--- src/rtl/serial_add_sequencer_if.sv ---
// Handshake bundle for serial_add_sequencer: operand side (in_*) and result side (out_*).
// Optional feature macro: SERADD_OVF_EN adds the out_ovf signal to the bundle.
interface serial_add_sequencer_if #(
    parameter int WIDTH = 8
) ();
    logic             in_valid;
    logic             in_ready;
    logic [WIDTH-1:0] in_a;
    logic [WIDTH-1:0] in_b;
    logic             in_cin;
    logic             out_valid;
    logic             out_ready;
    logic [WIDTH-1:0] out_sum;
    logic             out_cout;
    logic             busy;
`ifdef SERADD_OVF_EN
    logic             out_ovf;

    // Producer/consumer side
    modport master (
        output in_valid, in_a, in_b, in_cin, out_ready,
        input  in_ready, out_valid, out_sum, out_cout, busy, out_ovf
    );

    // Sequencer side
    modport slave (
        input  in_valid, in_a, in_b, in_cin, out_ready,
        output in_ready, out_valid, out_sum, out_cout, busy, out_ovf
    );
`else
    // Producer/consumer side
    modport master (
        output in_valid, in_a, in_b, in_cin, out_ready,
        input  in_ready, out_valid, out_sum, out_cout, busy
    );

    // Sequencer side
    modport slave (
        input  in_valid, in_a, in_b, in_cin, out_ready,
        output in_ready, out_valid, out_sum, out_cout, busy
    );
`endif
endinterface

--- src/rtl/serial_add_sequencer.sv ---
// serial_add_sequencer: adds two WIDTH-bit operands by time-sharing one 2-bit ripple
// adder slice, one digit per clock, LSB digit first. The carry lives in a register
// between digits. Operands are latched into shift registers at accept so that the
// producer may change in_* afterwards; the sum is built in a shift register that
// fills from the top, so after N digits it is aligned.
// Optional feature macro: SERADD_OVF_EN adds out_ovf, the signed two's-complement
// overflow flag (carry into MSB xor carry out of MSB), captured on the last digit.
module serial_add_sequencer #(
    parameter int WIDTH = 8
) (
    input  logic                  clk,
    input  logic                  rst_n,
    serial_add_sequencer_if.slave bus
);
    localparam int N     = WIDTH / 2;
    localparam int CNT_W = (N > 1) ? $clog2(N) : 1;

    typedef enum logic [1:0] {
        IDLE = 2'd0,
        RUN  = 2'd1,
        DONE = 2'd2
    } state_e;

    state_e             state_q, state_d;
    logic [CNT_W-1:0]   cnt_q, cnt_d;
    logic               carry_q, carry_d;
    logic [WIDTH-1:0]   a_q, a_d;
    logic [WIDTH-1:0]   b_q, b_d;
    logic [WIDTH-1:0]   sum_q, sum_d;
    logic               out_valid_q, out_valid_d;
    logic               cout_q, cout_d;
    logic [2:0]         slice_w;     // {cout, s1, s0}
    logic               last_digit_w;
`ifdef SERADD_OVF_EN
    logic               ovf_q, ovf_d;
    logic               c_msb_in_w;  // carry from bit 0 into bit 1 of the slice
`endif

    // 2-bit ripple adder slice: a0,b0,cin -> s0; a1,b1 -> s1, cout
    function automatic logic [2:0] add_slice(
        input logic [1:0] a,
        input logic [1:0] b,
        input logic       c
    );
        logic s0;
        logic c1;
        logic s1;
        logic c2;
        s0 = a[0] ^ b[0] ^ c;
        c1 = (a[0] & b[0]) | (a[0] & c) | (b[0] & c);
        s1 = a[1] ^ b[1] ^ c1;
        c2 = (a[1] & b[1]) | (a[1] & c1) | (b[1] & c1);
        return {c2, s1, s0};
    endfunction

    // Slice inputs always come from the low digit of the operand shift registers
    always_comb begin
        slice_w      = add_slice(a_q[1:0], b_q[1:0], carry_q);
        last_digit_w = (cnt_q == CNT_W'(N - 1));
    end

`ifdef SERADD_OVF_EN
    // Internal carry of the slice, needed only for the signed overflow flag
    always_comb begin
        c_msb_in_w = (a_q[0] & b_q[0]) | (a_q[0] & carry_q) | (b_q[0] & carry_q);
    end
`endif

    // State and datapath registers; reset aborts any operation in flight
    always_ff @(posedge clk or negedge rst_n) begin
        if (!rst_n) begin
            state_q     <= IDLE;
            cnt_q       <= '0;
            carry_q     <= 1'b0;
            a_q         <= '0;
            b_q         <= '0;
            sum_q       <= '0;
            out_valid_q <= 1'b0;
            cout_q      <= 1'b0;
`ifdef SERADD_OVF_EN
            ovf_q       <= 1'b0;
`endif
        end else begin
            state_q     <= state_d;
            cnt_q       <= cnt_d;
            carry_q     <= carry_d;
            a_q         <= a_d;
            b_q         <= b_d;
            sum_q       <= sum_d;
            out_valid_q <= out_valid_d;
            cout_q      <= cout_d;
`ifdef SERADD_OVF_EN
            ovf_q       <= ovf_d;
`endif
        end
    end

    // Next-state and datapath update: accept in IDLE, one digit per cycle in RUN,
    // hold the result in DONE until the consumer takes it
    always_comb begin
        state_d     = state_q;
        cnt_d       = cnt_q;
        carry_d     = carry_q;
        a_d         = a_q;
        b_d         = b_q;
        sum_d       = sum_q;
        out_valid_d = out_valid_q;
        cout_d      = cout_q;
`ifdef SERADD_OVF_EN
        ovf_d       = ovf_q;
`endif
        unique case (state_q)
            IDLE: begin
                if (bus.in_valid) begin
                    a_d     = bus.in_a;
                    b_d     = bus.in_b;
                    carry_d = bus.in_cin;
                    cnt_d   = '0;
                    sum_d   = '0;
                    state_d = RUN;
                end
            end
            RUN: begin
                a_d                 = a_q >> 2;
                b_d                 = b_q >> 2;
                sum_d               = sum_q >> 2;
                sum_d[WIDTH-1 -: 2] = slice_w[1:0];
                carry_d             = slice_w[2];
                cnt_d               = cnt_q + CNT_W'(1);
                if (last_digit_w) begin
                    cnt_d       = '0;
                    state_d     = DONE;
                    out_valid_d = 1'b1;
                    cout_d      = slice_w[2];
`ifdef SERADD_OVF_EN
                    ovf_d       = c_msb_in_w ^ slice_w[2];
`endif
                end
            end
            DONE: begin
                if (bus.out_ready) begin
                    out_valid_d = 1'b0;
                    state_d     = IDLE;
                end
            end
            default: begin
                state_d     = IDLE;
                out_valid_d = 1'b0;
            end
        endcase
    end

    // Output decode; the sum is only exposed while the result is presented
    always_comb begin
        bus.in_ready  = (state_q == IDLE);
        bus.busy      = (state_q != IDLE);
        bus.out_valid = out_valid_q;
        bus.out_sum   = out_valid_q ? sum_q : '0;
        bus.out_cout  = cout_q;
`ifdef SERADD_OVF_EN
        bus.out_ovf   = ovf_q;
`endif
    end

endmodule

--- src/flat_wrapper.sv ---
// flat-port wrapper written by rule: the top's interface ports become plain ports
module serial_add_sequencer_flat 
#(
    parameter int WIDTH = 8
)
  (clk, rst_n, bus_in_valid, bus_in_a, bus_in_b, bus_in_cin, bus_out_ready, bus_in_ready, bus_out_valid, bus_out_sum, bus_out_cout, bus_busy);
  serial_add_sequencer_if #(.WIDTH(WIDTH)) bus_i ();
  input  logic clk;
  input  logic rst_n;
  input wire logic [$bits(bus_i.in_valid)-1:0] bus_in_valid;
  input wire logic [$bits(bus_i.in_a)-1:0] bus_in_a;
  input wire logic [$bits(bus_i.in_b)-1:0] bus_in_b;
  input wire logic [$bits(bus_i.in_cin)-1:0] bus_in_cin;
  input wire logic [$bits(bus_i.out_ready)-1:0] bus_out_ready;
  output wire logic [$bits(bus_i.in_ready)-1:0] bus_in_ready;
  output wire logic [$bits(bus_i.out_valid)-1:0] bus_out_valid;
  output wire logic [$bits(bus_i.out_sum)-1:0] bus_out_sum;
  output wire logic [$bits(bus_i.out_cout)-1:0] bus_out_cout;
  output wire logic [$bits(bus_i.busy)-1:0] bus_busy;
  assign bus_i.in_valid = bus_in_valid;
  assign bus_i.in_a = bus_in_a;
  assign bus_i.in_b = bus_in_b;
  assign bus_i.in_cin = bus_in_cin;
  assign bus_i.out_ready = bus_out_ready;
  assign bus_in_ready = bus_i.in_ready;
  assign bus_out_valid = bus_i.out_valid;
  assign bus_out_sum = bus_i.out_sum;
  assign bus_out_cout = bus_i.out_cout;
  assign bus_busy = bus_i.busy;
  serial_add_sequencer #(.WIDTH(WIDTH)) u_core (.clk(clk), .rst_n(rst_n), .bus(bus_i));
endmodule
--- config.mk ---
export PLATFORM = sky130hd
export DESIGN_NAME = serial_add_sequencer_flat
export DESIGN_NICKNAME = d
export VERILOG_FILES = /design/src/rtl/serial_add_sequencer_if.sv /design/src/rtl/serial_add_sequencer.sv /design/src/flat_wrapper.sv
export SDC_FILE = /design/constraint.sdc
export NUM_CORES = 1
export LEC_CHECK = 0
export CAP_MARGIN = 20
export CORE_ASPECT_RATIO = 0.5
export CORE_MARGIN = 2
export CORE_UTILIZATION = 40
export CTS_CLUSTER_DIAMETER = 200
export DETAILED_ROUTE_END_ITERATION = 7
export HOLD_SLACK_MARGIN = 0.05
export PLACE_DENSITY = 0.67
export SLEW_MARGIN = 20
export SYNTH_ARGS = -nofsm -noshare
export SYNTH_HDL_FRONTEND = slang
export SYNTH_SLANG_ARGS = --single-unit
export TNS_END_PERCENT = 5
--- constraint.sdc ---
create_clock -name clk -period 1.59 [get_ports clk]
set_input_delay 0.477 -clock clk [delete_from_list [all_inputs] [get_ports clk]]
set_output_delay 0.477 -clock clk [all_outputs]
set_load 0.02 [all_outputs]
* Word-level counts from Yosys, hierarchy flattened *
Index checks and enable logic that the tools add are counted.

cells by class
  $add $sub $neg = 1
  equality and inequality tests = 6
  mux-type cells = 19
  bitwise gates (word level) = 15
  reductions and logical operators = 7

operators with widths
  cell                                           count
  one-hot mux 8 bit (2 select lines)             3
  2-to-1 mux 8 bit                               4
  2-to-1 mux 2 bit                               5
  bitwise AND 1 bit                              6
  one-hot mux 2 bit (3 select lines)             1
  AND reduction 3 bit                            2
  == test 2 bit, second input constant           2
  != test 2 bit, second input constant           2
  OR 1 bit                                       4
  one-hot mux 2 bit (2 select lines)             1
  AND reduction 2 bit                            2
  nonzero test 2 bit                             2
  XOR 1 bit                                      4
  2-to-1 mux 1 bit                               3
  one-hot mux 1 bit (3 select lines)             1
  adder 2 x 1 -> 2 bit, second input constant    1
  == test 2 x 1 -> 1 bit, second input constant  1
  zero test 2 bit                                1
  != test 2 x 1 -> 1 bit, second input constant  1
  one-hot mux 1 bit (2 select lines)             1
  NOT 1 bit                                      1

word-level totals
  register bits after elaboration = 31
  input bits = 21
  output and inout port bits = 12
  word-level logic and storage cells = 56

* Depth between registers and ports, before layout *
Gate-level depths: netlist of the first run.

  word-level depth = 7
  depth in mapped cells = 4
  mapped depth without buffers = 4

* Least setup slack after synthesis of the first run *
OpenSTA, ideal clock, no wires.

  path type = register -> register
  start point = reg u_core.b_q[0]
  end point = reg u_core.cout_q, in the netlist u_core.bus.out_cout
  library setup time = 0.125 ns
  arrival time = 1.447 ns
  setup slack = 0.018 ns
  cell stages (with the launch flop) = 4
  buffers on the path = 0
  clock period less this slack = 1.572 ns
  path through = dfrtp_1 -> fa_1 -> fa_1 -> mux2_4

on the way
  word-level cells in the longest chain between the ends = 6
  elaborated cells between the ends (all ways) = 8

RTL lines
  element                 RTL line                    source
  from (decl)             serial_add_sequencer.sv:28  logic [WIDTH-1:0] b_q, b_d;
  from (signal assigned)  serial_add_sequencer.sv:76  b_q <= '0;
  from (signal assigned)  serial_add_sequencer.sv:88  b_q <= b_d;
  bitwise AND 1 bit       serial_add_sequencer.sv:50  c1 = (a[0] & b[0]) | (a[0] & c) | (b[0] & c);
  OR 1 bit                serial_add_sequencer.sv:50
  OR 1 bit *              serial_add_sequencer.sv:50
  bitwise AND 1 bit       serial_add_sequencer.sv:52  c2 = (a[1] & b[1]) | (a[1] & c1) | (b[1] & c1);
  OR 1 bit                serial_add_sequencer.sv:52
  OR 1 bit *              serial_add_sequencer.sv:52
  via u_core.slice_w[2]   serial_add_sequencer.sv:32  logic [2:0] slice_w;
  to (signal assigned)    serial_add_sequencer.sv:91  cout_q <= cout_d;
  to (decl)               serial_add_sequencer.sv:31  logic cout_q, cout_d;

The timed path passes the listed nets; every way through them passes the cells marked *.
A chain may end at the register's enable or synchronous reset.

* Worst setup path after layout of the first run *
Same ends and word-level chain as after synthesis.

==> results of run 1 <==
==> sequential cells by signal, indices dropped and copies added, names as in the netlist <==
name,cells
u_core.a_q,8
u_core.b_q,8
u_core.bus.out_cout,1
u_core.bus.out_valid,1
u_core.carry_q,1
u_core.cnt_q,2
u_core.state_q,2
u_core.sum_q,8
==> layout by cell type, fill, tap and decap left out, drive strengths merged <==
cell type	count
dfrtp	31
buf	30
clkdlybuf4s50	20
inv	17
a22o	11
nor3b	11
nor4b	11
a211oi	11
and2	8
clkbuf	6
nand2b	3
nor2b	3
a32o	2
a222oi	2
fa	2
dlygate4sd2	2
nor2	2
o21bai	1
nand2	1
nand4bb	1
o311ai	1
o2bb2ai	1
nand3b	1
o31ai	1
o21ai	1
mux2	1
a21oi	1
ha	1
clkinv	1
==> cell type report <==
class                           instances  area [sq um]
Clock buffer                            6          82.6
Clock inverter                          1          5.00
Fill cell                             343          1780
Inverter                               17          63.8
Multi-Input combinational cell         77           742
Sequential cell                        31           777
Tap cell                               54          67.6
Timing Repair Buffer                   52           430
==> power by group <==
| group | internal, W | total, W | switching (W) | leakage [nW] |
|---|---|---|---|---|
| Clock | 0.000339 | 0.000626 | 0.000287 | 0.0470 |
| Sequential | 0.00117 | 0.00142 | 0.000249 | 0.379 |
| Combinational | 0.00109 | 0.00218 | 0.00109 | 0.557 |
| Total | 0.00260 | 0.00422 | 0.00162 | 0.983 |
==> worst min-delay path by stage <==
stage	end	slack (ps)	start	cells past startpoint
global placement	u_core.b_q[6]	480	u_core.b_q[6]	1
finish	u_core.b_q[6]	500	u_core.b_q[6]	1
floorplan	u_core.a_q[0]	180	rst_n	0
detailed placement	u_core.sum_q[1]	490	u_core.sum_q[1]	1
CTS	u_core.sum_q[1]	500	u_core.sum_q[1]	1
global route	u_core.sum_q[1]	530	u_core.sum_q[1]	1
==> layer usage <==
layer  track usage  vias up  routed length (um)
met1         0.236      600                1640
met4        0.0507        0                  40
met3        0.0413        6                 177
met5             0        -                   0
met2         0.236       36                1530
li1              -      586                   -
==> stage by stage <==
step	TNS (ps)	cells	setup slack (ps)
floorplan	0	136	18.1
global placement	-1710	231	-91.2
detailed placement	-2270	231	-129
CTS	-26.6	238	-26.6
global route	0	238	3.42
finish	0	238	50.9
==> worst reg2reg max path, cell delays in order, from the launching register on <==
cell and delay, ps:
dfrtp_1 410, fa_2 400, fa_2 360, mux2_4 270
==> kinds of logic after synthesis <==
family | share of synthesized area
buf+inv | 0.0967
simple gates | 0.214
fa+ha+maj | 0.0315
flops | 0.465
compound gates | 0.184
mux | 0.00899
==> repair_timing <==
item                                    in CTS  in global routing
gates cloned                                 0                  0
hold buffers                                 0                  0
endpoints found under the setup margin      14                  9
pin swaps                                    0                  1
buffers inserted                             0                  0
gates resized for setup                     44                  2
==> impl_metrics.yaml, run 1 <==
route:
  first_pass_iters: 4
  drtAntennaViolNets: 0
  drt_wl_total_mm: 3.39
  drc: 0
  vias: 1228
  avgViaCountPerCell: 5.16
  wire_per_inst_um: 14.2
  drtIter0Drc: 145
clock_tree:
  clkTransAtPathRegs_ps: 70
  cts_inserted_buffers: 5
  clk_latency_ps: 280
  cts_tree: "yes"
  htreeDepth: 2
  cts_buffer_depth: 2
  cts.sinks: 31
  cts_root_buffer: "clkbuf_8"
sta:
  fmax_ghz: 0.650
  relSlewSlack: 0.761
  fin_hold_ws_ps: 500
  final-max-slew-violation-count: 0
  rsz0062_at_grt: "no"
  setup-violations-final: 0
  min_period_over_period: 0.968
  post-route-min-period_ps: 1540
  finClkSkew_ps: 6.41
  hold_violations: 0
  worstMarginPinSlew_ps: 358
grt:
  grt_pass1_wl_mm: 5.78
  grt_pass1_vias: 1173
  gr-total-overflow: 0
  antenna_found_initial: 0
  gr-usage-all-layers: 0.162
  grt_max_degree: 32
setup_path:
  timing.rr.end: "u_core.bus.out_cout"
  critPathSlowestCell: "dfrtp_1"
  reg2reg_from: "u_core.b_q[0]"
  end_kind: "flop"
  worst_ep_required_time_ps: 1760
  cp.arrival_ps: 1710
  cp_common_cell: "fa_2"
  regToRegSetupSlack_ps: 50
  startpoint: "u_core.b_q[0]"
  worst-path-stages: 3
  path_buf_inv: 0
  worstPathMaxFanout: 2
  max_stage_delay_ps: 410
  worstSetupStartpointType: "flop"
  r2r_cells: 3
  cp-endpoint: "u_core.bus.out_cout"
  crit_type: "reg -> reg"
  crit_family: "adder cells"
  cp_cell_sequence: "fa_2 > fa_2 > mux2_4"
floorplan:
  dieArea_sq_mm: 0.00474
  ios: 33
  dieHeight_um: 49.7
  fp.coreArea_sq_mm: 0.00394
  rows: 16
  start_util: 0.423
  die_w_um: 95.4
yosys:
  synth_top_area_frac: 0.465
  postSynthCellCount: 136
  synth.most_common_cell: "dfrtp_1"
  synth_edf_count: 0
  synth_seq_cells: 31
  synth_common_cells: "dfrtp_1 (31), inv_1 (17), a22o_1 (11), nor3b_1 (11), and2_1 (8)"
  synthTopCellsByArea: "dfrtp_1 (46%), a22o_1 (5.8%), nor4b_2 (5.4%)"
  synth_nets: 160
  yosysUniqueCellTypes: 33
  yosys_warnings: 0
  synthArstFlopShare: 1.00
  synth_top_area_cell: "dfrtp_1"
  synth_area_sq_mm: 0.00167
  synth_ff_type: "dfrtp_1"
  yosysSeqAreaShare: 0.465
  avgSynthCellArea_sq_um: 12.3
power_and_ir_drop:
  vdd_drop_max_mv: 0.591
  p_leak_nw: 0.983
  p_total_w: 0.00422
  power_density_mw_per_mm2: 1950
finish:
  fin_area_sq_mm: 0.00217
  nets: 208
  post-route-util: 0.550
  area_delta_synth_final_pct: 29.9
  drive_gt1_frac: 0.315
  diodes: 0
flow_run:
  maxCapViolCount: 0
placement:
  numPortBuffers: 32
  hpwl_mm: 2.33
  dpl_cell_area_sq_mm: 0.00212
  gp_congestion: 0.713
run_status:
  status: "completed"
worst_hold_path:
  hold_class: "reg -> reg"
Power figures use the tool's default switching activity.
==> inputs of run 2 (changes only) <==
--- a/config.mk
+++ b/config.mk
@@ -13,6 +13,7 @@
 export DETAILED_ROUTE_END_ITERATION = 7
 export HOLD_SLACK_MARGIN = 0.05
 export PLACE_DENSITY = 0.67
+export SKIP_LAST_GASP = 1
 export SLEW_MARGIN = 20
 export SYNTH_ARGS = -nofsm -noshare
 export SYNTH_HDL_FRONTEND = slang
==> impl_metrics.yaml, run 2 (synthesized netlist as in run 1, its figures left out) <==
run_status:
  status: "finished, violations left"
  failed_checks: "setup timing"
placement:
  numPortBuffers: 32
  post-place-cells: 231
  pre_cts_slack_ps: -129
  gp_congestion: 0.713
  hpwl_mm: 2.33
route:
  first_pass_iters: 4
  drtAntennaViolNets: 0
  drtIter0Drc: 140
  drc: 0
  drt_wl_total_mm: 3.36
  avgViaCountPerCell: 5.15
  wire_per_inst_um: 14.1
  vias: 1225
setup_path:
  worstPathMaxFanout: 10
  path_buf_inv: 1
  crit_family: "flip-flops"
  worstSetupStartpointType: "flop"
  cp.arrival_ps: 1180
  crit_type: "reg -> out"
  critPathSlowestCell: "dfrtp_2"
  max_stage_delay_ps: 450
  worst_ep_required_time_ps: 1110
  end_kind: "output port"
  r2r_cells: 3
  worst-path-stages: 2
  cp_cell_sequence: "and2_1 > dlygate4sd2_1"
finish:
  reg_top3: "u_core.a_q (8), u_core.b_q (8), u_core.sum_q (8)"
  nets: 208
  diodes: 0
  final_common_cell: "dfrtp_1"
  area_delta_synth_final_pct: 31.8
  post-route-util: 0.558
  final_cells: 238
  filler_cell_count: 343
  final_cell_mix: "dfrtp_1 (30), clkdlybuf4s50_1 (20), buf_4 (19), inv_1 (17)"
  drive_gt1_frac: 0.250
clock_tree:
  htreeDepth: 2
  cts_root_buffer: "clkbuf_8"
  post_cts_buffers: 0
  cts_buffer_depth: 2
  cts_tree: "yes"
  cts.sinks: 31
  clk_latency_ps: 280
  ctsHoldBuffers: 0
  cts_inserted_buffers: 5
  clkTransAtPathRegs_ps: 70
sta:
  setup_ws_ps: -68.8
  finClkSkew_ps: 6.32
  hold_violations: 0
  relSlewSlack: 0.767
  fmax_ghz: 0.603
  setup-violations-final: 12
  worstMarginPinSlew_ps: 349
  min_period_over_period: 1.04
  rsz0062_at_grt: "yes"
  finalSetupTns_ps: -719
  post-route-min-period_ps: 1660
  final-max-slew-violation-count: 0
grt:
  grt_pass1_wl_mm: 5.80
  grt_max_degree: 32
  gr-total-overflow: 0
  antenna_found_initial: 0
  gr-usage-all-layers: 0.162
  grt_pass1_vias: 1174
worst_hold_path:
  whs_path_depth: 1
  hold_class: "reg -> reg"
floorplan:
  fp.coreArea_sq_mm: 0.00394
  die_w_um: 95.4
  dieArea_sq_mm: 0.00474
  rows: 16
  ios: 33
  start_util: 0.423
  dieHeight_um: 49.7
power_and_ir_drop:
  vdd_drop_max_mv: 0.585
  p_total_w: 0.00422
  power_density_mw_per_mm2: 1920
  p_leak_nw: 1.01
flow_run:
  maxCapViolCount: 0
-- run 2: cell count changes in the layout (fill, tap and decap cells not counted), sizes merged --
| cell | delta |
|---|---|
| dlymetal6s2s | +1 |
| dlygate4sd2 | +9 |
| buf | -10 |
-- run 2: metrics by stage --
stage                     hold WS, ps  instance area, sq um
final                             499                  2200
after floorplan                   181                  1670
after detailed placement          486                  2120
after global placement            476                  2120
after global routing              527                  2200
after CTS                         501                  2200
-- run 2: routing by layer --
layer / GRT usage / up-vias / part of all wire
li1: - / 585 / -
met1: 0.236 / 608 / 0.49
met2: 0.237 / 30 / 0.46
met3: 0.0413 / 2 / 0.042
met4: 0.0507 / 0 / 0.0080
met5: 0 / - / 0
-- run 2: timing repair --
action | in CTS | in global routing
resized for setup | 12 | 1
pin swaps | 0 | 0
endpoints found under the setup margin | 14 | 21
cloned | 0 | 0
endpoints found under the hold margin | 0 | 0
-- run 2: power breakdown --
group	switching (W)	internal [W]	total, W
combinational	0.00108	0.00110	0.00218
sequential	0.000244	0.00117	0.00141
clock	0.000282	0.000339	0.000621
-- run 2: worst paths after layout --
| check | end | startpoint | slack (ps) |
|---|---|---|---|
| setup reg to reg | u_core.bus.out_cout | u_core.b_q[0] | -60 |
| setup / recovery | bus_out_sum[5] | u_core.bus.out_valid | -70 |
| hold / removal | u_core.b_q[6] | u_core.b_q[6] | 500 |
| hold reg to reg | u_core.b_q[6] | u_core.b_q[6] | 500 |
| min in group asynchronous | u_core.b_q[5] | rst_n | 560 |
| max in group asynchronous | u_core.bus.out_valid | rst_n | 850 |
-- run 2: layout make-up --
class | instances | area, sq um | area share
clock buffer | 6 | 82.6 | 0.0375
sequential | 31 | 777 | 0.353
multi-input combinational | 77 | 732 | 0.333
timing repair buffer | 52 | 472 | 0.214
clock inverter | 1 | 5.00 | 0.00228
inverter | 17 | 63.8 | 0.0290
tap | 54 | 67.6 | 0.0307
